### src/rtl/mips_pkg.sv
// Shared constants for the register-file write-port slice.
package mips_pkg;

  localparam int DATA_W   = 32;
  localparam int ADDR_W   = 5;
  localparam int NUM_REGS = 32;
  localparam int REG_ZERO = 0;

  // Register numbers used by benches.
  localparam int REG_T0 = 8;
  localparam int REG_S0 = 16;
  localparam int REG_T8 = 24;

  // Which writer owns the regfile port in a given cycle.
  typedef enum logic [1:0] {
    GNT_NONE = 2'd0,
    GNT_PIPE = 2'd1,
    GNT_MDU  = 2'd2
  } grant_e;

endpackage

### src/rtl/wb_scoreboard.sv
// Pending-write scoreboard: one bit per register with an MDU result in flight.
module wb_scoreboard #(
  parameter int ADDR_W = mips_pkg::ADDR_W
) (
  input  logic                   clock,
  input  logic                   reset,
  input  logic                   set_en,
  input  logic [ADDR_W-1:0]      set_addr,
  input  logic                   clr_en,
  input  logic [ADDR_W-1:0]      clr_addr,
  input  logic [ADDR_W-1:0]      raddr1,
  input  logic [ADDR_W-1:0]      raddr2,
  output logic                   busy1,
  output logic                   busy2,
  output logic [(1<<ADDR_W)-1:0] pending
);

  logic [(1<<ADDR_W)-1:0] pending_nxt;

  // Next pending vector: clear first so a same-cycle set overrides it.
  always_comb begin
    pending_nxt = pending;
    if (clr_en) pending_nxt[clr_addr] = 1'b0;
    if (set_en) pending_nxt[set_addr] = 1'b1;
    pending_nxt[0] = 1'b0;
  end

  // Pending vector register.
  always_ff @(posedge clock) begin
    if (!reset) pending <= '0;
    else        pending <= pending_nxt;
  end

  assign busy1 = pending[raddr1];
  assign busy2 = pending[raddr2];

endmodule

### src/rtl/wb_port_arbiter.sv
// Arbitrates the regfile write port between WB stage and MDU, with
// starvation control and a pending-write scoreboard for decode.
module wb_port_arbiter #(
  parameter int DATA_W       = mips_pkg::DATA_W,
  parameter int ADDR_W       = mips_pkg::ADDR_W,
  parameter int STARVE_LIMIT = 4
) (
  input  logic                   clock,
  input  logic                   reset,
  input  logic                   pipe_wen,
  input  logic [ADDR_W-1:0]      pipe_waddr,
  input  logic [DATA_W-1:0]      pipe_wdata,
  input  logic                   mdu_valid,
  input  logic [ADDR_W-1:0]      mdu_waddr,
  input  logic [DATA_W-1:0]      mdu_wdata,
  output logic                   mdu_ready,
  input  logic                   issue_valid,
  input  logic [ADDR_W-1:0]      issue_waddr,
  input  logic [ADDR_W-1:0]      raddr1,
  input  logic [ADDR_W-1:0]      raddr2,
  output logic                   busy1,
  output logic                   busy2,
  output logic                   pipe_hold,
  output logic                   rf_wen,
  output logic [ADDR_W-1:0]      rf_waddr,
  output logic [DATA_W-1:0]      rf_wdata,
  output logic [(1<<ADDR_W)-1:0] pending
);

  import mips_pkg::*;

  grant_e            grant;
  logic [ADDR_W-1:0] gnt_addr;
  logic [DATA_W-1:0] gnt_data;
  logic              mdu_hs;
  logic              mdu_wait;
  logic [3:0]        starve_cnt;
  logic              mdu_wr_q;

  assign mdu_ready = reset & (~pipe_wen | pipe_hold);
  assign mdu_hs    = (grant == GNT_MDU);
  assign mdu_wait  = mdu_valid & ~mdu_ready;

  // Grant selection: WB first unless held, then the MDU.
  always_comb begin
    grant    = GNT_NONE;
    gnt_addr = pipe_waddr;
    gnt_data = pipe_wdata;
    if (pipe_wen && !pipe_hold) begin
      grant = GNT_PIPE;
    end else if (mdu_valid && mdu_ready) begin
      grant    = GNT_MDU;
      gnt_addr = mdu_waddr;
      gnt_data = mdu_wdata;
    end
  end

  // Registered write port; a grant to register 0 is consumed without a write.
  always_ff @(posedge clock) begin
    if (!reset) begin
      rf_wen   <= 1'b0;
      rf_waddr <= '0;
      rf_wdata <= '0;
      mdu_wr_q <= 1'b0;
    end else begin
      rf_wen   <= 1'b0;
      mdu_wr_q <= mdu_hs;
      if (grant != GNT_NONE) begin
        rf_wen   <= (gnt_addr != ADDR_W'(REG_ZERO));
        rf_waddr <= gnt_addr;
        rf_wdata <= gnt_data;
      end
    end
  end

  // Starve counter and one-cycle pipe hold once the MDU has waited long enough.
  always_ff @(posedge clock) begin
    if (!reset) begin
      starve_cnt <= '0;
      pipe_hold  <= 1'b0;
    end else begin
      if (mdu_hs || !mdu_valid) starve_cnt <= '0;
      else if (mdu_wait)        starve_cnt <= starve_cnt + 4'd1;
      pipe_hold <= mdu_wait && (starve_cnt == 4'(STARVE_LIMIT - 1));
    end
  end

  // The pending bit clears one cycle after the MDU result reaches rf_*, so
  // decode never sees busy low before the regfile has captured the data.
  wb_scoreboard #(
    .ADDR_W (ADDR_W)
  ) u_scoreboard (
    .clock    (clock),
    .reset    (reset),
    .set_en   (issue_valid),
    .set_addr (issue_waddr),
    .clr_en   (mdu_wr_q),
    .clr_addr (rf_waddr),
    .raddr1   (raddr1),
    .raddr2   (raddr2),
    .busy1    (busy1),
    .busy2    (busy2),
    .pending  (pending)
  );

endmodule

### config.mk
export PLATFORM = sky130hd
export DESIGN_NAME = wb_port_arbiter
export DESIGN_NICKNAME = d
export VERILOG_FILES = /design/src/rtl/mips_pkg.sv /design/src/rtl/wb_scoreboard.sv /design/src/rtl/wb_port_arbiter.sv
export SDC_FILE = /design/constraint.sdc
export NUM_CORES = 1
export LEC_CHECK = 0
export BUFFER_PORTS_ARGS = -buffer_cell sky130_fd_sc_hd__buf_2
export CORE_AREA = 2 2 117 119
export CTS_BUF_LIST = sky130_fd_sc_hd__clkbuf_4
export DETAILED_ROUTE_END_ITERATION = 8
export DIE_AREA = 0 0 119 121
export GPL_ROUTABILITY_DRIVEN = 0
export PLACE_DENSITY = 0.55
export SLEW_MARGIN = 20
export SYNTH_ARGS = -nofsm -noshare
export SYNTH_HDL_FRONTEND = slang
export SYNTH_SLANG_ARGS = --single-unit
### constraint.sdc
create_clock -name clock -period 1.4 [get_ports clock]
set_input_delay 0.07 -clock clock [delete_from_list [all_inputs] [get_ports clock]]
set_output_delay 0.07 -clock clock [all_outputs]
set_load 0.02 [all_outputs]
# After elaboration in Yosys (flattened, before gate mapping)
# Index checks and enable logic that the tools add are counted.
# totals
ff_bits,76
in_bits,94
# op_classes
n_addsub,1
magnitude_cmp,6
n_eq_ne,2
mux,16
n_bitwise,9
reduce_logical,12
# op_table
cell,count
32-bit two-way mux,4
32-bit bitwise AND,1
32-bit NOT,1
32-bit OR,1
"5-bit by 6-bit less-than comparator with 1-bit output, second input constant",4
1-bit binary-select mux with 5-bit select,2
1-bit demux with 5-bit select,2
"5-bit by 1-bit greater-or-equal comparator with 1-bit output, second input constant",2
5-bit two-way mux,2
1-bit logical AND,5
5-bit nonzero test,1
"4-bit by 1-bit adder with 4-bit output, second input constant",1
"4-bit by 2-bit equality test with 1-bit output, second input constant",1
1-bit two-way mux,4
2-bit two-way mux,2
1-bit NOT,3
1-bit bitwise AND,2
"2-bit equality test, second input constant",1
1-bit zero test,2
2-bit AND reduction,1
2-bit nonzero test,1
2-bit OR reduction,1
1-bit logical OR,1
1-bit OR,1

# Depth between registers and ports, before layout
# logic_depth
ltp_word,9
depth_mapped,5
ltp_nobuf,4

# Cells and area by module
# A second synthesis with hierarchy kept.
# hier_totals
hier_cells,425
hier_area_um2,3937.5
# modules_own_cells
mod,n_inst,cells_per_inst,area_each_um2
wb_port_arbiter,1,194,2029.4
wb_scoreboard,1,231,1908.1

# Worst setup path before layout
# Ideal clock, no wire load.
# synth_timing
path_kind,flip-flop to flip-flop
start,reg rf_waddr[2]
end,reg u_scoreboard.pending[7]
setup_time_ns,0.124
t_arrival_ns,1.296
required_time_ns,1.276
setup_slack_ns,-0.020
path_stages_with_launch,5
path_buffers,1
period_less_slack_ns,1.420
path_cell_list,dfxtp_1 buf_2 or3b_2 o21ai_0 a21boi_0
# synth_between
elab_chain_len,9
# synth_lines
item,line,source
from (decl),wb_port_arbiter.sv:25,"output logic [ADDR_W-1:0] rf_waddr,"
from (signal assigned),wb_port_arbiter.sv:70,rf_waddr <= gnt_addr;
5-bit by 6-bit less-than comparator with 1-bit output (not written as such) / 5-bit by 1-bit greater-or-equal comparator with 1-bit output (equally long branches),wb_scoreboard.sv:23,if (clr_en) pending_nxt[clr_addr] = 1'b0;
1-bit logical AND (not written as such),wb_scoreboard.sv:23,
1-bit two-way mux (not written as such),wb_scoreboard.sv:23,
1-bit demux with 5-bit select *,-,
32-bit NOT (no line) *,-,
32-bit bitwise AND (no line) *,-,
32-bit two-way mux *,wb_scoreboard.sv:23,
32-bit OR (no line),-,
32-bit two-way mux *,wb_scoreboard.sv:24,if (set_en) pending_nxt[set_addr] = 1'b1;
to (signal assigned),wb_scoreboard.sv:31,else pending <= pending_nxt;
to (decl),wb_scoreboard.sv:15,output logic [(1<<ADDR_W)-1:0] pending
# Every way passes the cells marked *; elsewhere a longest branch is shown, timed or not.
# A chain may end at the register's enable or synchronous reset.

# Worst setup path after layout
# layout_timing
start,reg u_scoreboard.pending[23]
end,out busy1
# layout_between
elab_chain_len,2
# layout_lines
item,line,source
1-bit binary-select mux with 5-bit select,wb_scoreboard.sv:34,assign busy1 = pending[raddr1];
1-bit two-way mux (not written as such),wb_scoreboard.sv:34,
to (decl),wb_port_arbiter.sv:21,"output logic busy1,"
# Every way passes these cells. The select of a mux whose other input is x is not followed.

==> run metrics <==
via/cell ratio=4.865; CORE AREA=13090 sq um; CTS buffer count=9; Pwr Density=789.5 nW/um^2; post-synthesis cell area=3884 sq um; # diodes=0; DR vias=4150; most frequent cell after synthesis=nand2_1; max-cap violations=0; pin count of the biggest net entering global routing=39; Post-synth top cells=nand2_1 (76), dfxtp_1 (75), mux2i_1 (55), o211a_1 (37), o21ai_0 (32); Worst VDD drop=0.0004295 V; number of global-route vias before repair=4206; setup repair after global routing missed its margin=yes; Die Wd=119 um; iteration-0 DRC count of the detailed router=153; DR WL/cell=15.20 um; root buffer cell=clkbuf_4; GRT Total Usage=18.02%; share of layout cells above drive strength 1=33.23%; clock sinks=75; FILL cells=1210; synthesized net count=523; CP max-delay cell=mux4_2; Hold Path Class=input pin to register; syn avg cell area=9.074 sq um; R2R setup slack=0.15 ns; H-tree levels=3; minimum clock period=1.790 ns; synth warn=0; final instance area=5959 sq um; register area share after synthesis=38.66%; die area=14400 sq um; critical path, cell by cell=mux4_2 > nand2b_4 > o2111ai_2 > nand4_1 > buf_4; final net count=767; Initial Util=29.68%; placed inst area=5021 sq um; P&R area growth vs syn=53.45%; Max Fclk=558.6 MHz; synthesis-stage register bit count=75; drt first pass iters=7; Worst Clk Skew=0.01365 ns; Reg clk slew, reported paths=0.11 ns; Final Routed Wirelength=12960 um; data required time of the worst path=1.33 ns; total grt overflow=0; Startpoint Class=register; initial antenna violation count=0; unique cell type count in the Yosys netlist=38; Post-DP HPWL=9157 um; I/O pins=168; Async S/R FF share, synth=0%; final worst-path setup slack=-0.3900 ns; Crit path arrival time=1.72 ns; global-route wire length before repair=20820 um; final antenna-violating net count=0; Port Buffers=166; status=finished with violations; kind of critical path=register to output port; Synth Flop Type=dfxtp_1; CTS tree=built; top cell type's share of synthesized area=38.66%; crit end category=output port; fin crit share=127.9%; Post-synth EDFFs=0; static leakage=2.987 nW; slowest stage delay, CP=0.45 ns; Critical Path Fanout Max=3; # DRC=0; row cnt=42; deepest clock path buffer count=2; Die Height=121 um; Slew Viols, Final=0; worst skew pair latency=0.41 ns; Place WS=0.007550 ns; post-synthesis cell count=428; failing checks=negative setup slack; area leader, netlist=dfxtp_1; final setup violation count=2; final hold vios=0; ranking of synthesized cells by area=dfxtp_1 (39%), mux2i_1 (14%), o211a_1 (9.5%)
critical path: cells and delay by family (launching register included):
kind / cells / cell delay [ns]
AO/OA/AOI/OAI: 1 / 0.08
buffers and inverters: 1 / 0.17
flip-flops: 1 / 0.34
multiplexers: 1 / 0.45
AND/OR/NAND/NOR: 2 / 0.27
state kept, by name, summed over array words and instances, names as in the netlist:
signal                flops
mdu_wr_q                  1
pipe_hold                 1
rf_waddr                  5
rf_wdata                 32
rf_wen                    1
starve_cnt                4
u_scoreboard.pending     31
power breakdown:
group | switching, mW | internal (mW) | leakage, nW
clock network | 0.768 | 0.522 | 0.0682
registers | 0.0640 | 2.23 | 0.618
logic | 0.560 | 0.559 | 2.30
cell usage in the layout (no fill, tap or decap), types with 2 or more instances in the layout:
| cell type | netlist | final |
|---|---|---|
| a211oi_1 | 2 | 2 |
| a21boi_0 | 31 | 31 |
| a21oi_1 | 7 | 7 |
| a22oi_1 | 4 | 4 |
| and3_1 | 3 | 3 |
| buf_12 | 0 | 3 |
| buf_2 | 10 | 164 |
| buf_4 | 2 | 25 |
| clkbuf_4 | 0 | 9 |
| clkinv_1 | 0 | 3 |
| clkinv_2 | 0 | 2 |
| dfxtp_1 | 75 | 71 |
| dfxtp_2 | 0 | 3 |
| dlygate4sd3_1 | 0 | 74 |
| inv_1 | 3 | 3 |
| mux2i_1 | 55 | 55 |
| mux4_2 | 6 | 6 |
| nand2_1 | 76 | 76 |
| nand2b_4 | 0 | 5 |
| nand3_1 | 11 | 11 |
| nand3b_1 | 5 | 5 |
| nand4_1 | 2 | 2 |
| nor2_1 | 14 | 14 |
| nor2b_1 | 4 | 4 |
| nor3b_1 | 4 | 4 |
| o2111ai_2 | 0 | 2 |
| o211a_1 | 37 | 37 |
| o211ai_1 | 2 | 2 |
| o21ai_0 | 32 | 30 |
| o21ai_1 | 0 | 2 |
| or3_1 | 2 | 2 |
| or3b_4 | 0 | 2 |
per-layer routing:
metal	up-vias	part of all wire [%]	GRT usage (%)
met5	-	0	0
met4	0	2.0	6.399
met3	19	7.7	5.216
met2	176	48	31.18
met1	1925	42	21.25
li1	2030	-	-
logic make-up after synthesis:
family                   after synthesis  synth area share (%)
AO/OA/AOI/OAI                        118                 22.78
other                                  1               0.09656
buffers and inverters                 36                 3.995
multiplexers                          61                 17.65
flip-flops                            75                 38.66
XOR/XNOR                               2                0.4511
adder cells (fa/ha/maj)                1                0.3221
AND/OR/NAND/NOR                      134                 16.04
repair_timing:
item	4_1_cts	5_1_grt
endpoints found under the setup margin	3	12
setup buffers	1	0
hold buffers	74	0
hold endpoints to repair	39	0
pin swaps	5	3
resized for setup	11	6
through the flow:
stage	std cells	hold WS, ns	utilization [%]	power (mW)	setup TNS (ns)
6_report	853	0.03595	45.54	4.705	-0.7747
5_1_grt	853	0.03479	45.54	4.955	-0.9792
4_1_cts	853	0.008656	45.48	4.741	-0.8473
3_5_place_dp	762	0.3155	38.37	3.266	0
3_3_place_gp	762	0.3094	38.37	3.248	0
2_1_floorplan	428	0.2260	-	2.884	0
area by class of cell:
class / instances / area (sq um) / area share (%)
Tap cell: 176 / 220.2 / 3.695
Multi-Input combinational cell: 317 / 2283 / 38.32
Inverter: 3 / 11.26 / 0.1890
Sequential cell: 75 / 1509 / 25.32
Clock inverter: 7 / 58.81 / 0.9868
Timing Repair Buffer: 266 / 1809 / 30.36
Clock buffer: 9 / 67.56 / 1.134
worst paths after layout:
path | from | depth (start not counted) | to
setup reg to reg | rf_waddr[0] | 4 | u_scoreboard.pending[3]
setup / recovery | u_scoreboard.pending[23] | 5 | busy1
hold reg to reg | starve_cnt[3] | 1 | pipe_hold
hold / removal | mdu_wdata[15] | 4 | rf_wdata[15]
No activity file was read; power rests on OpenSTA's default activity.
